File: src/rtl/argmax_fix11.sv
// Signed argmax over the inference engine's class scores.
// Walks out_idx 0..NUM_CLASSES-1, then holds the winning class and score with valid high.
module argmax_fix11 #(
    parameter int DATA_WIDTH  = 11,
    parameter int NUM_CLASSES = 10,
    parameter int IDX_WIDTH   = 4
) (
    input  logic                         clk,
    input  logic                         rst,
    input  logic                         start,
    output logic [IDX_WIDTH-1:0]         out_idx,
    input  logic signed [DATA_WIDTH-1:0] out,
    output logic                         busy,
    output logic                         valid,
    output logic [IDX_WIDTH-1:0]         pred_class,
    output logic signed [DATA_WIDTH-1:0] pred_score
);

    typedef enum logic [1:0] {IDLE, SCAN, DONE} state_t;

    localparam logic [IDX_WIDTH-1:0] LAST_IDX = IDX_WIDTH'(NUM_CLASSES - 1);

    state_t                        state;
    state_t                        state_next;
    logic [IDX_WIDTH-1:0]          idx;
    logic [IDX_WIDTH-1:0]          best_idx;
    logic signed [DATA_WIDTH-1:0]  best_score;
    logic                          take;
    logic                          last;

    // Strict compare keeps the lowest index on ties; index 0 always seeds the best.
    assign take = (idx == '0) || (out > best_score);
    assign last = (idx == LAST_IDX);

    assign out_idx = idx;
    assign busy    = (state == SCAN);
    assign valid   = (state == DONE);

    always_ff @(posedge clk or negedge rst) begin
        if (!rst) begin
            state <= IDLE;
        end else begin
            state <= state_next;
        end
    end

    always_comb begin
        state_next = state;
        case (state)
            IDLE:    if (start) state_next = SCAN;
            SCAN:    if (last)  state_next = DONE;
            DONE:    if (start) state_next = SCAN;
            default: state_next = IDLE;
        endcase
    end

    // The final sample bypasses best_* so the result lands on the same edge as DONE.
    always_ff @(posedge clk or negedge rst) begin
        if (!rst) begin
            idx        <= '0;
            best_idx   <= '0;
            best_score <= '0;
            pred_class <= '0;
            pred_score <= '0;
        end else if (state == SCAN) begin
            if (take) begin
                best_score <= out;
                best_idx   <= idx;
            end
            if (last) begin
                idx        <= '0;
                pred_class <= take ? idx : best_idx;
                pred_score <= take ? out : best_score;
            end else begin
                idx <= idx + 1'b1;
            end
        end else begin
            idx <= '0;
        end
    end

endmodule

File: config.mk
export PLATFORM = sky130hd
export DESIGN_NAME = argmax_fix11
export DESIGN_NICKNAME = d
export VERILOG_FILES = /design/src/rtl/argmax_fix11.sv
export SDC_FILE = /design/constraint.sdc
export NUM_CORES = 1
export LEC_CHECK = 0
export CAP_MARGIN = 30
export CORE_MARGIN = 2
export CORE_UTILIZATION = 40
export DETAILED_ROUTE_END_ITERATION = 7
export PLACE_DENSITY = 0.62
export SETUP_SLACK_MARGIN = 0.3
export SYNTH_ARGS = -nofsm -noshare
export SYNTH_HDL_FRONTEND = slang
export SYNTH_SLANG_ARGS = --single-unit
File: constraint.sdc
create_clock -name clk -period 3.1 [get_ports clk]
set_input_delay 0.31 -clock clk [delete_from_list [all_inputs] [get_ports clk]]
set_output_delay 0.31 -clock clk [all_outputs]
set_load 0.01 [all_outputs]
==> results of run 1 <==
[logic make-up (layout without fill, tap and decap cells)]
logic type | after synthesis | count (layout) | share of synthesized area
buf+inv | 25 | 65 | 0.0535
fa+ha+maj | 14 | 14 | 0.0902
mux | 13 | 13 | 0.0909
xor+xnor | 2 | 2 | 0.00902
compound gates | 58 | 58 | 0.195
flops | 36 | 36 | 0.464
simple gates | 37 | 37 | 0.0973
[worst reg2reg max path, cell delays in order, from the launching register on]
cell	delay, ps
dfrtp_1	360
inv_1	50
ha_1	300
nand2_1	50
o21ai_0	380
a221oi_4	150
o21ai_4	390
buf_12	190
mux2_2	330
[metal layers]
metal	routed length [um]	vias up	share of wire
met5	0	-	0
met4	86	0	0.020
met3	145	6	0.033
met2	1920	32	0.44
met1	2180	714	0.50
li1	-	731	-
[cell usage in the layout (no fill, tap or decap), types with 2 or more instances in the layout]
| cell | instances |
|---|---|
| o2bb2ai_1 | 2 |
| clkbuf_8 | 6 |
| a31oi_1 | 12 |
| ha_1 | 14 |
| clkinv_2 | 2 |
| inv_1 | 17 |
| buf_4 | 5 |
| nand3_1 | 2 |
| and3_1 | 2 |
| o21ai_0 | 15 |
| a21oi_1 | 18 |
| a21o_1 | 2 |
| dfrtp_1 | 36 |
| nor2_1 | 19 |
| mux2_4 | 8 |
| nor2b_1 | 3 |
| clkdlybuf4s50_1 | 34 |
| nand2_1 | 5 |
| mux2_2 | 5 |
[sequential cells by signal, indices dropped and copies added (netlist names)]
signal	count
pred_score	11
best_score	11
best_idx	4
pred_class	4
state	2
out_idx	4
[metrics by stage]
stage / util / cell area, um^2 / hold slack, ps / setup WS [ps]
final: 0.524 / 2460 / 433 / 708
after CTS: 0.524 / 2460 / 449 / 706
after global routing: 0.524 / 2460 / 496 / 567
after global placement: 0.505 / 2370 / 489 / 437
after floorplan: - / 1940 / 14.4 / 1010
after detailed placement: 0.505 / 2370 / 487 / 400
[power by group]
part / switching, uW / internal, uW / total [uW]
Combinational: 655 / 737 / 1390
Sequential: 159 / 694 / 853
Clock: 177 / 177 / 354
[worst max-delay path by stage]
stage                endpoint  slack, ps
3_5_place_dp    best_score[1]        400
2_1_floorplan     best_idx[0]       1010
6_report       best_score[10]        710
3_3_place_gp    best_score[0]        440
5_1_grt        best_score[10]        570
4_1_cts        best_score[10]        710
[final cells by class]
| type | count | area, um^2 | area share |
|---|---|---|---|
| clock buffers | 6 | 82.6 | 0.0336 |
| multi-input cells | 124 | 937 | 0.381 |
| well taps | 54 | 67.6 | 0.0275 |
| repair buffers | 40 | 398 | 0.162 |
| clock inverters | 2 | 10.0 | 0.00407 |
| inverters | 17 | 63.8 | 0.0259 |
| flip-flops and latches | 36 | 901 | 0.366 |
==> flow_summary_export.csv, run 1 <==
group,metric,value,unit
outcome,status,"finished clean",
sta,finalSetupViolCount,0,
setup_path,r2r_setup_slack,800,ps
sta,max_freq,418,MHz
cells_and_area,drive_gt1_frac,0.151,
flow_run,maxCapViolations,0,
grt,gr-usage-met3,0.0439,
sta,worstMarginPinSlew,707,ps
grt,grt_overflow,0,
clock_network,cts_root_buf,"clkbuf_8",
setup_path,reg2reg_to,"best_score[10]",
sta,rsz0062_at_grt,"false",
setup_path,crit_chain,"clkdlybuf4s50_1, ha_1, nand2_1, o21ai_0, a221oi_4, o21ai_4, buf_12, mux2_2",
min_path,hp-class,"in -> async",
clock_network,clock_latency,290,ps
placed_design,hpwlAfterDp,2910,um
yosys,yosysWarnings,0,
yosys,synthFlopType,"dfrtp_1",
floorplan,ios,35,
yosys,avgSynthCellArea,10.5,um^2
grt,met2_usage,0.263,
floorplan,die_h,73.7,um
sta,finalCritPeriodShare,0.772,
clock_network,clk_path_buf_depth,2,
clock_network,postCtsSetupBuffers,0,
cells_and_area,nFillCells,422,
routing,ant_nets,0,
placed_design,gp_congestion,0.755,
yosys,yosysSeqAreaShare,0.464,
yosys,synth_nets,213,
setup_path,crit_fanout,9,
placed_design,dp_cells,271,
pwr,worst_ir_drop_vdd,441,uV
clock_network,cts_buffers,5,
routing,firstDrtPassIters,5,
setup_path,setup.worst_path.start,"out[2]",
setup_path,crit_cells,8,
floorplan,initial_utilization,0.414,
routing,drc,0,
routing,vias,1483,
yosys,synth_commonest_cells,"36 x dfrtp_1, 19 x nor2_1, 18 x a21oi_1",
routing,wirelength,4330,um
grt,use_met1,0.249,
placed_design,io_buffers,34,
grt,first_global_vias,1470,
grt,grt_start_max_net_pins,37,
yosys,synth.most_common_cell,"dfrtp_1",
cells_and_area,area_growth,26.7,%
grt,grt_use_total,0.179,
yosys,ys_ff_latch,36,
routing,first_iter_violations,86,
grt,grt.busiest_layer,"met2",
sta,setup-tns-final,0,ps
floorplan,rows,25,
setup_path,critPathBufInv,2,
clock_network,cts-resized-gates,0,
setup_path,worstPathRequired,3280,ps
yosys,yosysTopAreaCellShare,0.464,
pwr,p_leak,0.00113,uW
sta,finalHoldViolCount,0,
sta,period_minus_slack,2390,ps
setup_path,crit_path_top_delay_cell,"clkdlybuf4s50_1",
setup_path,cp_top_family,"compound AO/OA/AOI/OAI gates",
clock_network,cts_hold_repair.buffers,0,
grt,grt_pass1_wl,7190,um
cells_and_area,fin_nets,252,
routing,post_drt_wl_per_cell,15.5,um
clock_network,cts.sinks,36,
floorplan,chipWidth,73.7,um
yosys,synth-edff-count,0,
routing,viasPerCell,5.32,
clock_network,cts_max_level,2,
sta,finClkSkew,2.53,ps
sta,max-slew-margin-rel,0.527,
grt,grt_antenna_before_repair,0,
pwr,finalPower,2600,uW
clock_network,cts_tree,"done",
sta,slew_viol_final,0,
yosys,netlist_instances,185,
pwr,p_per_area,1060,nW/um^2
cells_and_area,stdcell_count,279,
yosys,postSynth.asyncResetShare,1.00,
setup_path,crit_path_end_kind,"flop",
floorplan,core_area,4690,um^2
setup_path,start_kind,"primary input",
setup_path,critPathKind,"in -> reg",
clock_network,path_clk_slew,70,ps
setup_path,worstPathArrival,2570,ps
setup_path,max_stage_delay,440,ps
floorplan,die_area,5430,um^2
cells_and_area,diodes,0,
yosys,synth_area,1940,um^2
setup_path,timing.rr.start,"best_score[2]",
yosys,ys_types,35,
yosys,yosysTopAreaCell,"dfrtp_1",
yosys,synth_area_leaders,"dfrtp_1 46%, ha_1 9.0%, mux2_4 6.2%",
setup_path,rr_worst_depth,8,
No activity file was read; power rests on OpenSTA's default activity.
==> inputs of run 2 (changes only) <==
- clock period: 3.1 -> 2.45 ns (I/O delays scaled with it)
==> run 2 against run 1 <==
Die area stayed put. Utilization grew 3.5 points. Via count is 4.9% higher. Sequential share of layout area decreased by 2.3 points. Power up 36%. Critical path type is now reg -> reg. Highest routed layer unchanged.
==> flow_summary_export.csv, run 2 (synthesized netlist as in run 1, its figures left out) <==
group,metric,value,unit
routing,ant_nets,0,
sta,finalSetupViolCount,0,
setup_path,worstPathRequired,2630,ps
grt,grt_use_total,0.187,
placed_design,io_buffers,34,
sta,finalCritPeriodShare,0.862,
grt,grt_antenna_before_repair,0,
flow_run,maxCapViolations,0,
setup_path,start_kind,"flop",
cells_and_area,drive_gt1_frac,0.232,
clock_network,clk_path_buf_depth,2,
grt,grt_start_max_net_pins,37,
floorplan,core_area,4690,um^2
cells_and_area,nFillCells,420,
clock_network,cts_max_level,2,
sta,fin_hold_ws,371,ps
clock_network,path_clk_slew,70,ps
routing,drc,0,
setup_path,timing.rr.start,"best_score[4]",
sta,finClkSkew,4.33,ps
sta,period_minus_slack,2110,ps
placed_design,hpwlAfterDp,3110,um
routing,wirelength,4530,um
clock_network,cts.sinks,36,
setup_path,reg2reg_to,"best_score[5]",
grt,first_global_vias,1537,
cells_and_area,stdcell_count,295,
sta,slew_viol_final,0,
sta,finalHoldViolCount,0,
cells_and_area,regArea,901,um^2
sta,setup-tns-final,0,ps
routing,firstDrtPassIters,4,
setup_path,rr_worst_depth,8,
cells_and_area,fin_nets,268,
floorplan,ios,35,
sta,max-slew-margin-rel,0.691,
floorplan,chipWidth,73.7,um
setup_path,crit_fanout,3,
routing,vias,1555,
setup_path,r2r_setup_slack,340,ps
min_path,hp-class,"in -> async",
placed_design,gp_congestion,0.745,
pwr,worst_ir_drop_vdd,630,uV
placed_design,dp_cells,284,
clock_network,cts_tree,"done",
setup_path,critPathKind,"reg -> reg",
clock_network,cts_buffers,5,
setup_path,setup.worst_path.end,"best_score[5]",
clock_network,cts_hold_repair.buffers,0,
setup_path,worstPathArrival,2290,ps
cells_and_area,top_regs,"best_score x11, pred_score x11",
routing,viasPerCell,5.27,
pwr,p_leak,0.00120,uW
sta,rsz0062_at_grt,"true",
pwr,finalPower,3530,uW
routing,first_iter_violations,94,
grt,grt_overflow,0,
grt,grt_pass1_wl,7490,um
floorplan,die_area,5430,um^2
floorplan,rows,25,
routing,post_drt_wl_per_cell,15.4,um
setup_path,crit_path_end_kind,"flop",
clock_network,clock_latency,290,ps
cells_and_area,final_core_util,0.559,
cells_and_area,area_growth,35.1,%
cells_and_area,multi_input_area,980,um^2
sta,worstMarginPinSlew,463,ps
cells_and_area,final_cell_mix,"36 x dfrtp_1, 34 x clkdlybuf4s50_1, 21 x buf_4, 19 x nor2_1, 17 x inv_1",
floorplan,initial_utilization,0.414,
cells_and_area,final_common_cell,"dfrtp_1",
pwr,p_per_area,1350,nW/um^2
outcome,status,"finished clean",
setup_path,setup.worst_path.start,"best_score[4]",
clock_network,cts_root_buf,"clkbuf_8",
cells_and_area,diodes,0,
sta,max_freq,474,MHz
floorplan,die_h,73.7,um
run 2: worst min path at each step:
| stage | to | slack (ps) |
|---|---|---|
| floorplan | best_idx[0] | -50 |
| global placement | pred_class[2] | 490 |
| detailed placement | best_idx[1] | 510 |
| CTS | out_idx[1] | 380 |
| global route | out_idx[3] | 430 |
| finish | pred_class[1] | 370 |
run 2: metrics by stage:
step	instance area, um^2	worst slack, ps
3_3_place_gp	2460	26.5
2_1_floorplan	1940	358
4_1_cts	2560	310
6_report	2620	339
5_1_grt	2620	267
3_5_place_dp	2460	-9.65
run 2: area by class of cell:
type,instances,share of cell area
repair buffers,56,0.197
clock buffers,7,0.0329
flip-flops and latches,36,0.343
clock inverters,1,0.00286
well taps,54,0.0258
inverters,17,0.0243
multi-input cells,124,0.373
run 2: metal layers:
layer,share of wire,track usage,vias to the layer above
met3,0.036,0.0384,5
met5,0,0,-
met1,0.49,0.267,751
li1,-,-,767
met4,0.017,0.0848,0
met2,0.45,0.270,32
run 2: repair_timing:
item,CTS,global route
buffers inserted,0,3
resized for setup,0,11
setup endpoints to repair,0,30
run 2: critical path: stages (launching register included):
cell	delay (ps)
dfrtp_1	360
inv_1	50
ha_1	320
and4_4	220
and2_4	170
a221oi_4	320
o21ai_4	100
buf_4	160
mux2_4	290
run 2: power by group:
group / internal (uW) / total (uW) / switching, uW
sequential: 878 / 1060 / 186
combinational: 1110 / 2020 / 914
clock: 229 / 444 / 216
total: 2220 / 3530 / 1320
==> inputs of run 3 (changes only) <==
- PLACE_DENSITY: 0.62 -> default
==> run 3 against run 2 <==
Global-route usage fell by 0.43 points. Worst setup slack lost 27 ps. Utilization rose by 0.61 points. Largest cell class unchanged. Highest routed layer unchanged.
==> flow_summary_export.csv, run 3 (synthesized netlist as in run 1, its figures left out) <==
group,metric,value,unit
cells_and_area,area_growth,36.6,%
placed_design,io_buffers,34,
clock_network,cts_hold_repair.buffers,0,
grt,grt_use_total,0.182,
flow_run,maxCapViolations,0,
clock_network,cts_max_level,2,
pwr,p_sw,1320,uW
cells_and_area,final_common_cell,"dfrtp_1",
sta,finalSetupViolCount,0,
placed_design,gp_congestion,0.831,
placed_design,hpwlAfterDp,3110,um
routing,drc,0,
floorplan,ios,35,
clock_network,cts_root_buf,"clkbuf_8",
grt,first_global_vias,1507,
clock_network,cts_buffers,5,
grt,grt_antenna_before_repair,0,
pwr,p_per_area,1340,nW/um^2
grt,grt_start_max_net_pins,37,
pwr,swShare,0.371,
pwr,seqPwrFrac,0.302,
routing,post_drt_wl_per_cell,15.4,um
cells_and_area,final_cell_mix,"36 x dfrtp_1, 29 x clkdlybuf4s50_1, 19 x nor2_1, 19 x buf_4, 17 x a21oi_1",
sta,worstMarginPinSlew,459,ps
cells_and_area,diodes,0,
sta,fin_hold_ws,274,ps
setup_path,worstPathRequired,2620,ps
routing,wirelength,4540,um
setup_path,crit_path_end_kind,"flop",
pwr,p_leak,0.00125,uW
setup_path,worstPathArrival,2310,ps
clock_network,clk_path_buf_depth,2,
floorplan,initial_utilization,0.414,
sta,finalHoldViolCount,0,
clock_network,path_clk_slew,70,ps
pwr,internal_power,2240,uW
sta,rsz0062_at_grt,"true",
floorplan,rows,25,
routing,viasPerCell,5.27,
cells_and_area,drive_gt1_frac,0.237,
setup_path,crit_fanout,7,
sta,max-slew-margin-rel,0.694,
floorplan,chipWidth,73.7,um
clock_network,cts.sinks,36,
cells_and_area,fin_nets,268,
outcome,status,"finished clean",
cells_and_area,top_regs,"best_score x11, pred_score x11",
routing,ant_nets,0,
routing,first_iter_violations,63,
placed_design,placed_area,2430,um^2
grt,grt_overflow,0,
setup_path,start_kind,"primary input",
sta,max_freq,468,MHz
sta,period_minus_slack,2140,ps
pwr,clkPwrFrac,0.122,
cells_and_area,fin_area,2650,um^2
routing,vias,1556,
min_path,hp-class,"in -> reg",
clock_network,cts_tree,"done",
setup_path,critPathKind,"in -> reg",
sta,finClkSkew,2.83,ps
floorplan,die_h,73.7,um
clock_network,clock_latency,280,ps
sta,slew_viol_final,0,
routing,firstDrtPassIters,4,
pwr,worst_ir_drop_vdd,569,uV
floorplan,core_area,4690,um^2
sta,finalCritPeriodShare,0.873,
pwr,p_comb_frac,0.575,
grt,grt_pass1_wl,7410,um
sta,setup-tns-final,0,ps
floorplan,die_area,5430,um^2
run 3: final timing paths:
path / from / to / slack, ps / depth (start not counted)
max: out[0] / best_score[1] / 310 / 9
min: out[9] / best_score[9] / 270 / 2
max reg2reg: best_score[4] / best_score[1] / 340 / 8
min reg2reg: pred_class[2] / pred_class[2] / 500 / 1
max in group asynchronous: rst / best_score[9] / 1750 / 2
min in group asynchronous: rst / best_idx[0] / 380 / 2
run 3: timing repair:
action	4_1_cts	5_1_grt
setup endpoints to repair	11	19
pin swaps	4	8
setup buffers	2	5
resized for setup	4	14
run 3: final cells by class:
cell class	instances	area (um^2)
Sequential cell	36	901
Timing Repair Buffer	56	538
Tap cell	54	67.6
Clock buffer	8	90.1
Fill cell	410	2040
Multi-Input combinational cell	124	992
Inverter	17	63.8
run 3: per-layer routing:
metal / routed length, um / GRT usage
met5: 0 / 0
met1: 2150 / 0.255
met2: 2130 / 0.271
met4: 74 / 0.0747
met3: 179 / 0.0425
run 3: worst max-delay path: stages:
cell	delay (ps)
clkdlybuf4s50_1	480
inv_1	60
ha_1	290
and3_4	150
a31oi_2	230
nand2_2	120
o21ai_4	220
buf_6	170
mux2_2	340
run 3: per-stage QoR:
step	power [uW]	worst slack, ps	instances	utilization
6_report	3560	312	295	0.565
5_1_grt	3830	275	295	0.565
4_1_cts	3470	324	290	0.545
3_5_place_dp	2950	-57.6	280	0.519
3_3_place_gp	2900	23.5	280	0.519
2_1_floorplan	2180	358	185	-
run 3: power groups by stage:
stage | sequential (uW) | combinational (uW) | clock (uW)
detailed placement | 1090 | 1860 | 0
floorplan | 1120 | 1060 | 0
global placement | 1080 | 1820 | 0
CTS | 1080 | 1930 | 457
finish | 1080 | 2050 | 436
global route | 1120 | 2230 | 477
